File: config.mk
export PLATFORM = sky130hd
export DESIGN_NAME = stopwatch_mmss_flat
export DESIGN_NICKNAME = d
export VERILOG_FILES = /design/src/rtl/stopwatch_mmss_if.sv /design/src/rtl/stopwatch_mmss.sv /design/src/flat_wrapper.sv
export SDC_FILE = /design/constraint.sdc
export NUM_CORES = 1
export LEC_CHECK = 0
export CAP_MARGIN = 20
export CORE_MARGIN = 3
export CORE_UTILIZATION = 55
export DETAILED_ROUTE_END_ITERATION = 6
export GPL_ROUTABILITY_DRIVEN = 0
export PLACE_DENSITY = 0.78
export SETUP_SLACK_MARGIN = 0.3
export SLEW_MARGIN = 20
export SYNTH_ARGS = -nofsm -noshare
export SYNTH_HDL_FRONTEND = slang
export SYNTH_SLANG_ARGS = --single-unit
File: constraint.sdc
create_clock -name Clock -period 2 [get_ports Clock]
set_clock_uncertainty 0.2 [all_clocks]
set_input_delay 0.4 -clock Clock [delete_from_list [all_inputs] [get_ports Clock]]
set_output_delay 0.4 -clock Clock [all_outputs]
set_load 0.005 [all_outputs]
File: src/rtl/stopwatch_mmss_if.sv
// stopwatch_mmss_if -- signal bundle between the stopwatch and its environment.
//   Tick                         : one-cycle count pulse from the upstream 1 Hz timer
//   StartStop, Lap, Clear        : raw push-button levels (asynchronous)
//   SecOnes..MinTens             : displayed BCD digits
//   Running, TimerEnable         : run status / upstream timer enable
//   TimerReset, Rollover         : one-cycle status pulses
// master = environment side (drives buttons/Tick), slave = stopwatch side.
interface stopwatch_mmss_if;
  logic       Tick;
  logic       StartStop;
  logic       Lap;
  logic       Clear;
  logic [3:0] SecOnes;
  logic [3:0] SecTens;
  logic [3:0] MinOnes;
  logic [3:0] MinTens;
  logic       Running;
  logic       TimerEnable;
  logic       TimerReset;
  logic       Rollover;

  modport master (
    output Tick, StartStop, Lap, Clear,
    input  SecOnes, SecTens, MinOnes, MinTens,
    input  Running, TimerEnable, TimerReset, Rollover
  );

  modport slave (
    input  Tick, StartStop, Lap, Clear,
    output SecOnes, SecTens, MinOnes, MinTens,
    output Running, TimerEnable, TimerReset, Rollover
  );
endinterface

File: src/rtl/stopwatch_mmss.sv
// stopwatch_mmss -- MM:SS stopwatch driven by the upstream 1 Hz timer pulse.
//   Clock : system clock
//   Reset : asynchronous active-high, clears all state
//   bus   : slave side of stopwatch_mmss_if (Tick, buttons in; digits, status out)
// Buttons are synchronized (2 flops) plus an edge flop; one event per press.
// Event priority within a cycle: Clear > StartStop > Lap.
module stopwatch_mmss #(
  parameter int MaxMinutes = 59  // 1..99
) (
  input  logic              Clock,
  input  logic              Reset,
  stopwatch_mmss_if.slave   bus
);

  localparam logic [3:0] MAX_MT = 4'(MaxMinutes / 10);
  localparam logic [3:0] MAX_MO = 4'(MaxMinutes % 10);

  typedef enum logic [1:0] {STOPPED = 2'd0, RUNNING = 2'd1, LAP = 2'd2} state_t;

  // button bit order: [0] StartStop, [1] Lap, [2] Clear
  logic [2:0] btn_raw, btn_evt;
  logic [2:0] sync1_q, sync1_d, sync2_q, sync2_d, sync3_q, sync3_d;
  logic       clr_evt, ss_evt, lap_evt;

  // digit order: [0] sec ones, [1] sec tens, [2] min ones, [3] min tens
  logic [3:0][3:0] cnt_q, cnt_d, snap_q, snap_d, cnt_inc, disp;
  logic            wrap, counting;

  state_t state_q, state_d;
  logic   treset_q, treset_d;
  logic   roll_q, roll_d;

  assign btn_raw = {bus.Clear, bus.Lap, bus.StartStop};
  assign btn_evt = sync2_q & ~sync3_q;
  assign clr_evt = btn_evt[2];
  assign ss_evt  = btn_evt[0] & ~btn_evt[2];
  assign lap_evt = btn_evt[1] & ~btn_evt[2] & ~btn_evt[0];

  // BCD increment with MaxMinutes:59 -> 00:00 wrap
  always_comb begin
    cnt_inc = cnt_q;
    wrap    = 1'b0;
    if (cnt_q[0] != 4'd9) begin
      cnt_inc[0] = cnt_q[0] + 4'd1;
    end else begin
      cnt_inc[0] = 4'd0;
      if (cnt_q[1] != 4'd5) begin
        cnt_inc[1] = cnt_q[1] + 4'd1;
      end else begin
        cnt_inc[1] = 4'd0;
        if (cnt_q[3] == MAX_MT && cnt_q[2] == MAX_MO) begin
          cnt_inc[3] = 4'd0;
          cnt_inc[2] = 4'd0;
          wrap       = 1'b1;
        end else if (cnt_q[2] != 4'd9) begin
          cnt_inc[2] = cnt_q[2] + 4'd1;
        end else begin
          cnt_inc[2] = 4'd0;
          cnt_inc[3] = cnt_q[3] + 4'd1;
        end
      end
    end
  end

  always_comb begin
    sync1_d  = btn_raw;
    sync2_d  = sync1_q;
    sync3_d  = sync2_q;
    state_d  = state_q;
    cnt_d    = cnt_q;
    snap_d   = snap_q;
    treset_d = 1'b0;
    roll_d   = 1'b0;
    // Tick qualifies on the pre-transition state: a stop still counts it,
    // a start from STOPPED does not.
    counting = (state_q != STOPPED) && bus.Tick;
    if (clr_evt) begin
      state_d  = STOPPED;
      cnt_d    = '0;
      snap_d   = '0;
      treset_d = 1'b1;
    end else begin
      if (counting) begin
        cnt_d  = cnt_inc;
        roll_d = wrap;
      end
      case (state_q)
        STOPPED: if (ss_evt) state_d = RUNNING;
        RUNNING: begin
          if (ss_evt) state_d = STOPPED;
          else if (lap_evt) begin
            state_d = LAP;
            snap_d  = cnt_q;  // value before this edge's tick
          end
        end
        LAP: begin
          if (ss_evt)       state_d = STOPPED;
          else if (lap_evt) state_d = RUNNING;
        end
        default: state_d = STOPPED;
      endcase
    end
  end

  always_ff @(posedge Clock or posedge Reset) begin
    if (Reset) begin
      sync1_q  <= '0;
      sync2_q  <= '0;
      sync3_q  <= '0;
      state_q  <= STOPPED;
      cnt_q    <= '0;
      snap_q   <= '0;
      treset_q <= 1'b0;
      roll_q   <= 1'b0;
    end else begin
      sync1_q  <= sync1_d;
      sync2_q  <= sync2_d;
      sync3_q  <= sync3_d;
      state_q  <= state_d;
      cnt_q    <= cnt_d;
      snap_q   <= snap_d;
      treset_q <= treset_d;
      roll_q   <= roll_d;
    end
  end

  assign disp            = (state_q == LAP) ? snap_q : cnt_q;
  assign bus.SecOnes     = disp[0];
  assign bus.SecTens     = disp[1];
  assign bus.MinOnes     = disp[2];
  assign bus.MinTens     = disp[3];
  assign bus.Running     = (state_q != STOPPED);
  assign bus.TimerEnable = (state_q != STOPPED);
  assign bus.TimerReset  = treset_q;
  assign bus.Rollover    = roll_q;

endmodule

File: src/flat_wrapper.sv
// flat-port wrapper written by rule: the top's interface ports become plain ports
module stopwatch_mmss_flat 
#(
  parameter int MaxMinutes = 59          
)
  (Clock, Reset, bus_Tick, bus_StartStop, bus_Lap, bus_Clear, bus_SecOnes, bus_SecTens, bus_MinOnes, bus_MinTens, bus_Running, bus_TimerEnable, bus_TimerReset, bus_Rollover);
  stopwatch_mmss_if bus_i ();
  input  logic Clock;
  input  logic Reset;
  input wire logic [$bits(bus_i.Tick)-1:0] bus_Tick;
  input wire logic [$bits(bus_i.StartStop)-1:0] bus_StartStop;
  input wire logic [$bits(bus_i.Lap)-1:0] bus_Lap;
  input wire logic [$bits(bus_i.Clear)-1:0] bus_Clear;
  output wire logic [$bits(bus_i.SecOnes)-1:0] bus_SecOnes;
  output wire logic [$bits(bus_i.SecTens)-1:0] bus_SecTens;
  output wire logic [$bits(bus_i.MinOnes)-1:0] bus_MinOnes;
  output wire logic [$bits(bus_i.MinTens)-1:0] bus_MinTens;
  output wire logic [$bits(bus_i.Running)-1:0] bus_Running;
  output wire logic [$bits(bus_i.TimerEnable)-1:0] bus_TimerEnable;
  output wire logic [$bits(bus_i.TimerReset)-1:0] bus_TimerReset;
  output wire logic [$bits(bus_i.Rollover)-1:0] bus_Rollover;
  assign bus_i.Tick = bus_Tick;
  assign bus_i.StartStop = bus_StartStop;
  assign bus_i.Lap = bus_Lap;
  assign bus_i.Clear = bus_Clear;
  assign bus_SecOnes = bus_i.SecOnes;
  assign bus_SecTens = bus_i.SecTens;
  assign bus_MinOnes = bus_i.MinOnes;
  assign bus_MinTens = bus_i.MinTens;
  assign bus_Running = bus_i.Running;
  assign bus_TimerEnable = bus_i.TimerEnable;
  assign bus_TimerReset = bus_i.TimerReset;
  assign bus_Rollover = bus_i.Rollover;
  stopwatch_mmss #(.MaxMinutes(MaxMinutes)) u_core (.Clock(Clock), .Reset(Reset), .bus(bus_i));
endmodule
Word level (Yosys, flattened, before mapping)
Index checks and enable logic that the tools add are counted.
- mux-type cells: 27
- add/subtract/negate cells: 4
- bitwise operators: 7
- equality and inequality tests: 14
- reduce and logical (&&, ||, !) cells: 12
- operator list (operator ; number):
    $mux 16 ; 7
    $add 4x1->4 const B ; 4
    $mux 4 ; 4
    $mux 8 ; 2
    $mux 12 ; 1
    $mux 2 ; 6
    $reduce_and 3->1 ; 3
    $ne 4x1->1 const B ; 2
    $ne 4x4->1 const B ; 2
    $reduce_bool 2->1 ; 4
    $mux 1 ; 6
    $ne 2x1->1 const B ; 3
    $ne 3x1->1 const B ; 2
    $pmux 2 s3 ; 1
    $eq 4x3->1 const B ; 1
    $eq 4x4->1 const B ; 1
    $ne 4x3->1 const B ; 1
    $reduce_and 4->1 ; 1
    $and 1x1->1 ; 3
    $and 3x3->3 ; 1
    $not 3->3 ; 1
    $eq 2x1->1 const B ; 1
    $eq 2x2->1 const B ; 1
    $logic_and 1x1->1 ; 2
    other kinds (3) ; 4
- input port bits: 6
- register bits: 45
- output and inout bits: 20
- logic and storage cells: 78

Logic depth before layout (Yosys ltp)
- depth after elaboration: 9
- gate-level depth with buffers: 7
- mapped depth without buffers: 6

Worst setup path before layout
No wires, ideal clock.
- path type: reg2out
- start point: register u_core.state_q[0]
- end point: output port bus_MinOnes[0]
- data arrival time: 1.228 ns
- required time: 1.400 ns
- cell stages (with the launch flop): 4
- buffers on the path: 1
- setup slack: 0.172 ns
- path through: dfrtp_1 -> nor2b_1 -> buf_2 -> mux2_2
- cells in the longest elaborated chain, start to end: 2
- RTL lines (item ; line ; text):
    from (decl) ; stopwatch_mmss.sv:29 ; state_t state_q, state_d;
    from (signal assigned) ; stopwatch_mmss.sv:119 ; state_q <= state_d;
    $eq 2x2->1 ; stopwatch_mmss.sv:127 ; assign disp = (state_q == LAP) ? snap_q : cnt_q;
    $mux 16 ; stopwatch_mmss.sv:127 ;
    to (decl) ; flat_wrapper.sv:16 ; output wire logic [$bits(bus_i.MinOnes)-1:0] bus_MinOnes;
No other way between the ends.

Final worst setup path
- start point: register u_core.state_q[0]
- end point: output port bus_SecOnes[0]
- cells in the longest elaborated chain, start to end: 2
- RTL lines (item ; line ; text):
    $eq 2x2->1 ; stopwatch_mmss.sv:127 ;
    $mux 16 ; stopwatch_mmss.sv:127 ;
    to (decl) ; flat_wrapper.sv:14 ; output wire logic [$bits(bus_i.SecOnes)-1:0] bus_SecOnes;
No other way between the ends.

==> impl_metrics.sql <==
INSERT INTO impl_metrics (metric_group, metric, value, unit) VALUES
('global_route', 'grt.overflow.total', '0', ''),
('critical_path', 'worst_setup_path_startpoint', 'u_core.state_q[0]', ''),
('hold_path', 'worst_hold_launch', 'u_core.sync1_q[1]', ''),
('die', 'design.core.area', '0.003744', 'sq mm'),
('outcome', 'run_status', 'finished, violations left', ''),
('global_route', 'vias_in_the_first_global_route', '2078', ''),
('global_route', 'grt_util_all_layers', '0.2847', ''),
('hold_path', 'worstHoldEndpoint', 'u_core.sync2_q[1]', ''),
('route', 'wirelength', '8575', 'microns'),
('finish', 'finalCoreUtilization', '0.9174', ''),
('yosys', 'postSynthNetCount', '236', ''),
('critical_path', 'crit_path_end_kind', 'output port', ''),
('critical_path', 'cp_max_fo', '6', ''),
('route', 'detail_route.drc_violations', '0', ''),
('yosys', 'ys_seq_elements', '45', ''),
('critical_path', 'critical_path_class', 'register to output port', ''),
('cts', 'clockBufferDepth', '2', ''),
('timing', 'timing_hold_violations_final', '0', ''),
('route', 'routed-via-count', '2280', ''),
('die', 'design.die.area', '0.004769', 'sq mm'),
('critical_path', 'worst-endpoint-required', '1400', 'ps'),
('yosys', 'syn_inst', '222', ''),
('yosys', 'synth.cell_area', '0.002187', 'sq mm'),
('placement', 'post-place-ws', '-216.9', 'ps'),
('finish', 'antenna_cells', '0', ''),
('outcome', 'failed_checks', 'negative setup slack', ''),
('hold_path', 'hold_path.class', 'register to register', ''),
('yosys', 'synth_cell_types', '39', ''),
('timing', 'timing.final.setup_violations', '20', ''),
('finish', 'layout_cell_share_with_drive_strength_beyond_1', '0.4881', ''),
('pwr', 'vdd_drop_max', '0.9940', 'mV'),
('critical_path', 'critical_path.top_delay_family', 'flip-flops', ''),
('cts', 'clock_tree_from_tritoncts', 'done', ''),
('cts', 'clkSlewWorstSetupHoldPaths', '100', 'ps'),
('yosys', 'synth-seq-area-share', '0.5149', ''),
('cts', 'clock_sinks', '45', ''),
('pwr', 'power.density', '700.5', 'mW/mm^2'),
('route', 'dr.first_iter.drc_count', '338', ''),
('finish', 'design.final.nets', '308', ''),
('die', 'floorplan.die.height', '69.06', 'microns'),
('critical_path', 'crit-reg2reg-launch', 'u_core.state_q[0]', ''),
('route', 'wl_per_cell', '25.00', 'microns'),
('timing', 'hold_worst_slack', '157.3', 'ps'),
('timing', 'rsz0062_at_grt', 'yes', ''),
('finish', 'flow.area_growth_from_synthesis', '57.04', '%'),
('yosys', 'ys.warnings.count', '0', ''),
('timing', 'finalSetupTns', '-5678', 'ps'),
('timing', 'fmaxAchievable', '419.9', 'MHz'),
('timing', 'finalWorstSetupSlack', '-381.8', 'ps'),
('timing', 'finalMaxSlewViolations', '0', ''),
('placement', 'place.detailed.hpwl', '3021', 'microns'),
('critical_path', 'path_buf_inv', '3', ''),
('hold_path', 'whs_path_depth', '0', ''),
('critical_path', 'regToRegEndpoint', 'u_core.snap_q[10]', ''),
('critical_path', 'reg2reg_slack', '-80', 'ps'),
('route', 'detail_route.first_pass.iterations', '5', ''),
('global_route', 'antenna_found_initial', '0', ''),
('die', 'die_width', '69.06', 'microns'),
('pwr', 'post-layout-total-power', '2.406', 'mW'),
('timing', 'slew_headroom', '0.7201', ''),
('timing', 'finalCriticalPeriod', '2382', 'ps'),
('global_route', 'pin_count_of_the_biggest_net_entering_global_routing', '46', ''),
('critical_path', 'critPathMostFrequentCell', 'sky130_fd_sc_hd__buf_12', ''),
('critical_path', 'crit_chain', 'nor2b_4, buf_12, buf_12, mux2_4, buf_6', ''),
('cts', 'htree_num_levels', '2', ''),
('global_route', 'grt_first_pass_wirelength', '10540', 'microns'),
('route', 'postRouteAntennaNets', '0', ''),
('cts', 'clock_insertion_delay_worst_skew', '320', 'ps'),
('cts', 'cts-hold-fix-buffers', '0', ''),
('die', 'initial_core_util', '0.5842', ''),
('cts', 'cts.root.buffer_cell', 'sky130_fd_sc_hd__clkbuf_8', '');
cell families after synthesis:
logic type / synth area share
AND/OR/NAND/NOR: 0.1945
AO/OA/AOI/OAI: 0.1419
flip-flops: 0.5149
buffers and inverters: 0.03318
multiplexers: 0.06179
adder cells (fa/ha/maj): 0.04577
XOR/XNOR: 0.008011
power breakdown:
part	internal, mW	switching (mW)
clock	0.497	0.341
sequential	0.959	0.0583
combinational	0.281	0.270
worst max-delay path by stage:
stage | endpoint | slack [ps] | cells past startpoint
2_1_floorplan | u_core.cnt_q[11] | 210 | 6
3_3_place_gp | u_core.cnt_q[14] | -120 | 5
3_5_place_dp | u_core.cnt_q[7] | -220 | 5
4_1_cts | bus_SecTens[0] | -160 | 5
5_1_grt | bus_SecOnes[0] | -380 | 5
6_report | bus_SecOnes[0] | -380 | 5
final cells by class:
type | count | area (sq um)
multi-input cells | 160 | 1272
flip-flops and latches | 45 | 1130
repair buffers | 75 | 809.5
fillers | 123 | 309.0
clock buffers | 5 | 68.82
clock inverters | 3 | 65.06
well taps | 48 | 60.06
inverters | 7 | 28.78
Yosys cell counts:
library cell | count | share of area
sky130_fd_sc_hd__a21oi_1 | 5 | 0.011
sky130_fd_sc_hd__a311oi_1 | 1 | 0.0040
sky130_fd_sc_hd__a31oi_4 | 1 | 0.0097
sky130_fd_sc_hd__and2_1 | 1 | 0.0029
sky130_fd_sc_hd__and3_1 | 2 | 0.0057
sky130_fd_sc_hd__and3b_1 | 2 | 0.0080
sky130_fd_sc_hd__and3b_2 | 1 | 0.0046
sky130_fd_sc_hd__buf_2 | 4 | 0.0092
sky130_fd_sc_hd__buf_4 | 1 | 0.0034
sky130_fd_sc_hd__clkbuf_1 | 5 | 0.0086
sky130_fd_sc_hd__dfrtp_1 | 45 | 0.51
sky130_fd_sc_hd__ha_1 | 8 | 0.046
sky130_fd_sc_hd__inv_1 | 6 | 0.010
sky130_fd_sc_hd__inv_2 | 1 | 0.0017
sky130_fd_sc_hd__mux2_2 | 12 | 0.062
sky130_fd_sc_hd__nand2_1 | 45 | 0.077
sky130_fd_sc_hd__nand2b_1 | 6 | 0.017
sky130_fd_sc_hd__nand3_1 | 4 | 0.0092
sky130_fd_sc_hd__nand3b_1 | 3 | 0.010
sky130_fd_sc_hd__nand4_1 | 1 | 0.0029
sky130_fd_sc_hd__nand4b_1 | 2 | 0.0080
sky130_fd_sc_hd__nor2_1 | 7 | 0.012
sky130_fd_sc_hd__nor2b_1 | 2 | 0.0057
sky130_fd_sc_hd__nor3_1 | 6 | 0.014
sky130_fd_sc_hd__nor3b_1 | 1 | 0.0034
sky130_fd_sc_hd__nor4_2 | 1 | 0.0057
sky130_fd_sc_hd__o2111ai_1 | 1 | 0.0040
sky130_fd_sc_hd__o211ai_1 | 1 | 0.0034
sky130_fd_sc_hd__o21a_1 | 2 | 0.0069
sky130_fd_sc_hd__o21ai_0 | 33 | 0.076
sky130_fd_sc_hd__o21ai_1 | 3 | 0.0069
sky130_fd_sc_hd__o21bai_1 | 1 | 0.0034
sky130_fd_sc_hd__o31ai_1 | 2 | 0.0069
sky130_fd_sc_hd__o31ai_2 | 1 | 0.0057
sky130_fd_sc_hd__o41ai_1 | 1 | 0.0040
sky130_fd_sc_hd__or2_2 | 1 | 0.0029
sky130_fd_sc_hd__or3_4 | 1 | 0.0051
sky130_fd_sc_hd__xnor2_1 | 1 | 0.0040
sky130_fd_sc_hd__xor2_1 | 1 | 0.0040
per-stage QoR:
| step | instance area (sq um) | cells |
|---|---|---|
| 5_1_grt | 3435 | 343 |
| 4_1_cts | 3123 | 329 |
| 6_report | 3435 | 343 |
| 3_5_place_dp | 2608 | 301 |
| 2_1_floorplan | 2196 | 222 |
| 3_3_place_gp | 2608 | 301 |
state kept, by name, summed over array words and instances, names as in the netlist:
signal / flops
u_core.cnt_q: 16
u_core.snap_q: 16
u_core.sync1_q: 3
u_core.sync2_q: 3
u_core.sync3_q: 3
u_core.state_q: 2
u_core.bus.Rollover: 1
u_core.bus.TimerReset: 1
cell usage in the layout, fill, tap and decap left out, drive strengths merged:
cell,instances
a21oi,5
nor4,1
nor2,7
dfrtp,45
a31oi,1
nand2b,6
nand3b,3
or2,1
nand2,45
nand4b,2
mux2,12
bufinv,2
and2,1
o41ai,1
nand4,1
nor2b,2
clkinv,2
a311oi,1
and3b,3
o21bai,1
buf,67
dlygate4sd2,2
clkbuf,6
nor3,6
o21ai,36
o2111ai,1
and3,2
ha,8
o211ai,1
inv,6
xnor2,1
or3,1
o21a,2
nand3,4
o31ai,3
nor3b,1
xor2,1
clkdlybuf4s50,5
metal layers:
layer  vias to the layer above  wire [microns]  global-route usage
li1                        913               -                   -
met1                      1119            3085              0.3362
met2                       191            4107              0.4725
met3                        57             807             0.07434
met4                         0             575              0.1518
met5                         -               0                   0
what timing repair did:
action | CTS | global route
cloned | 3 | 4
setup endpoints to repair | 34 | 52
pin swaps | 13 | 18
gates resized for setup | 152 | 61
setup buffers | 17 | 10
(Power assumes the default switching activity.)
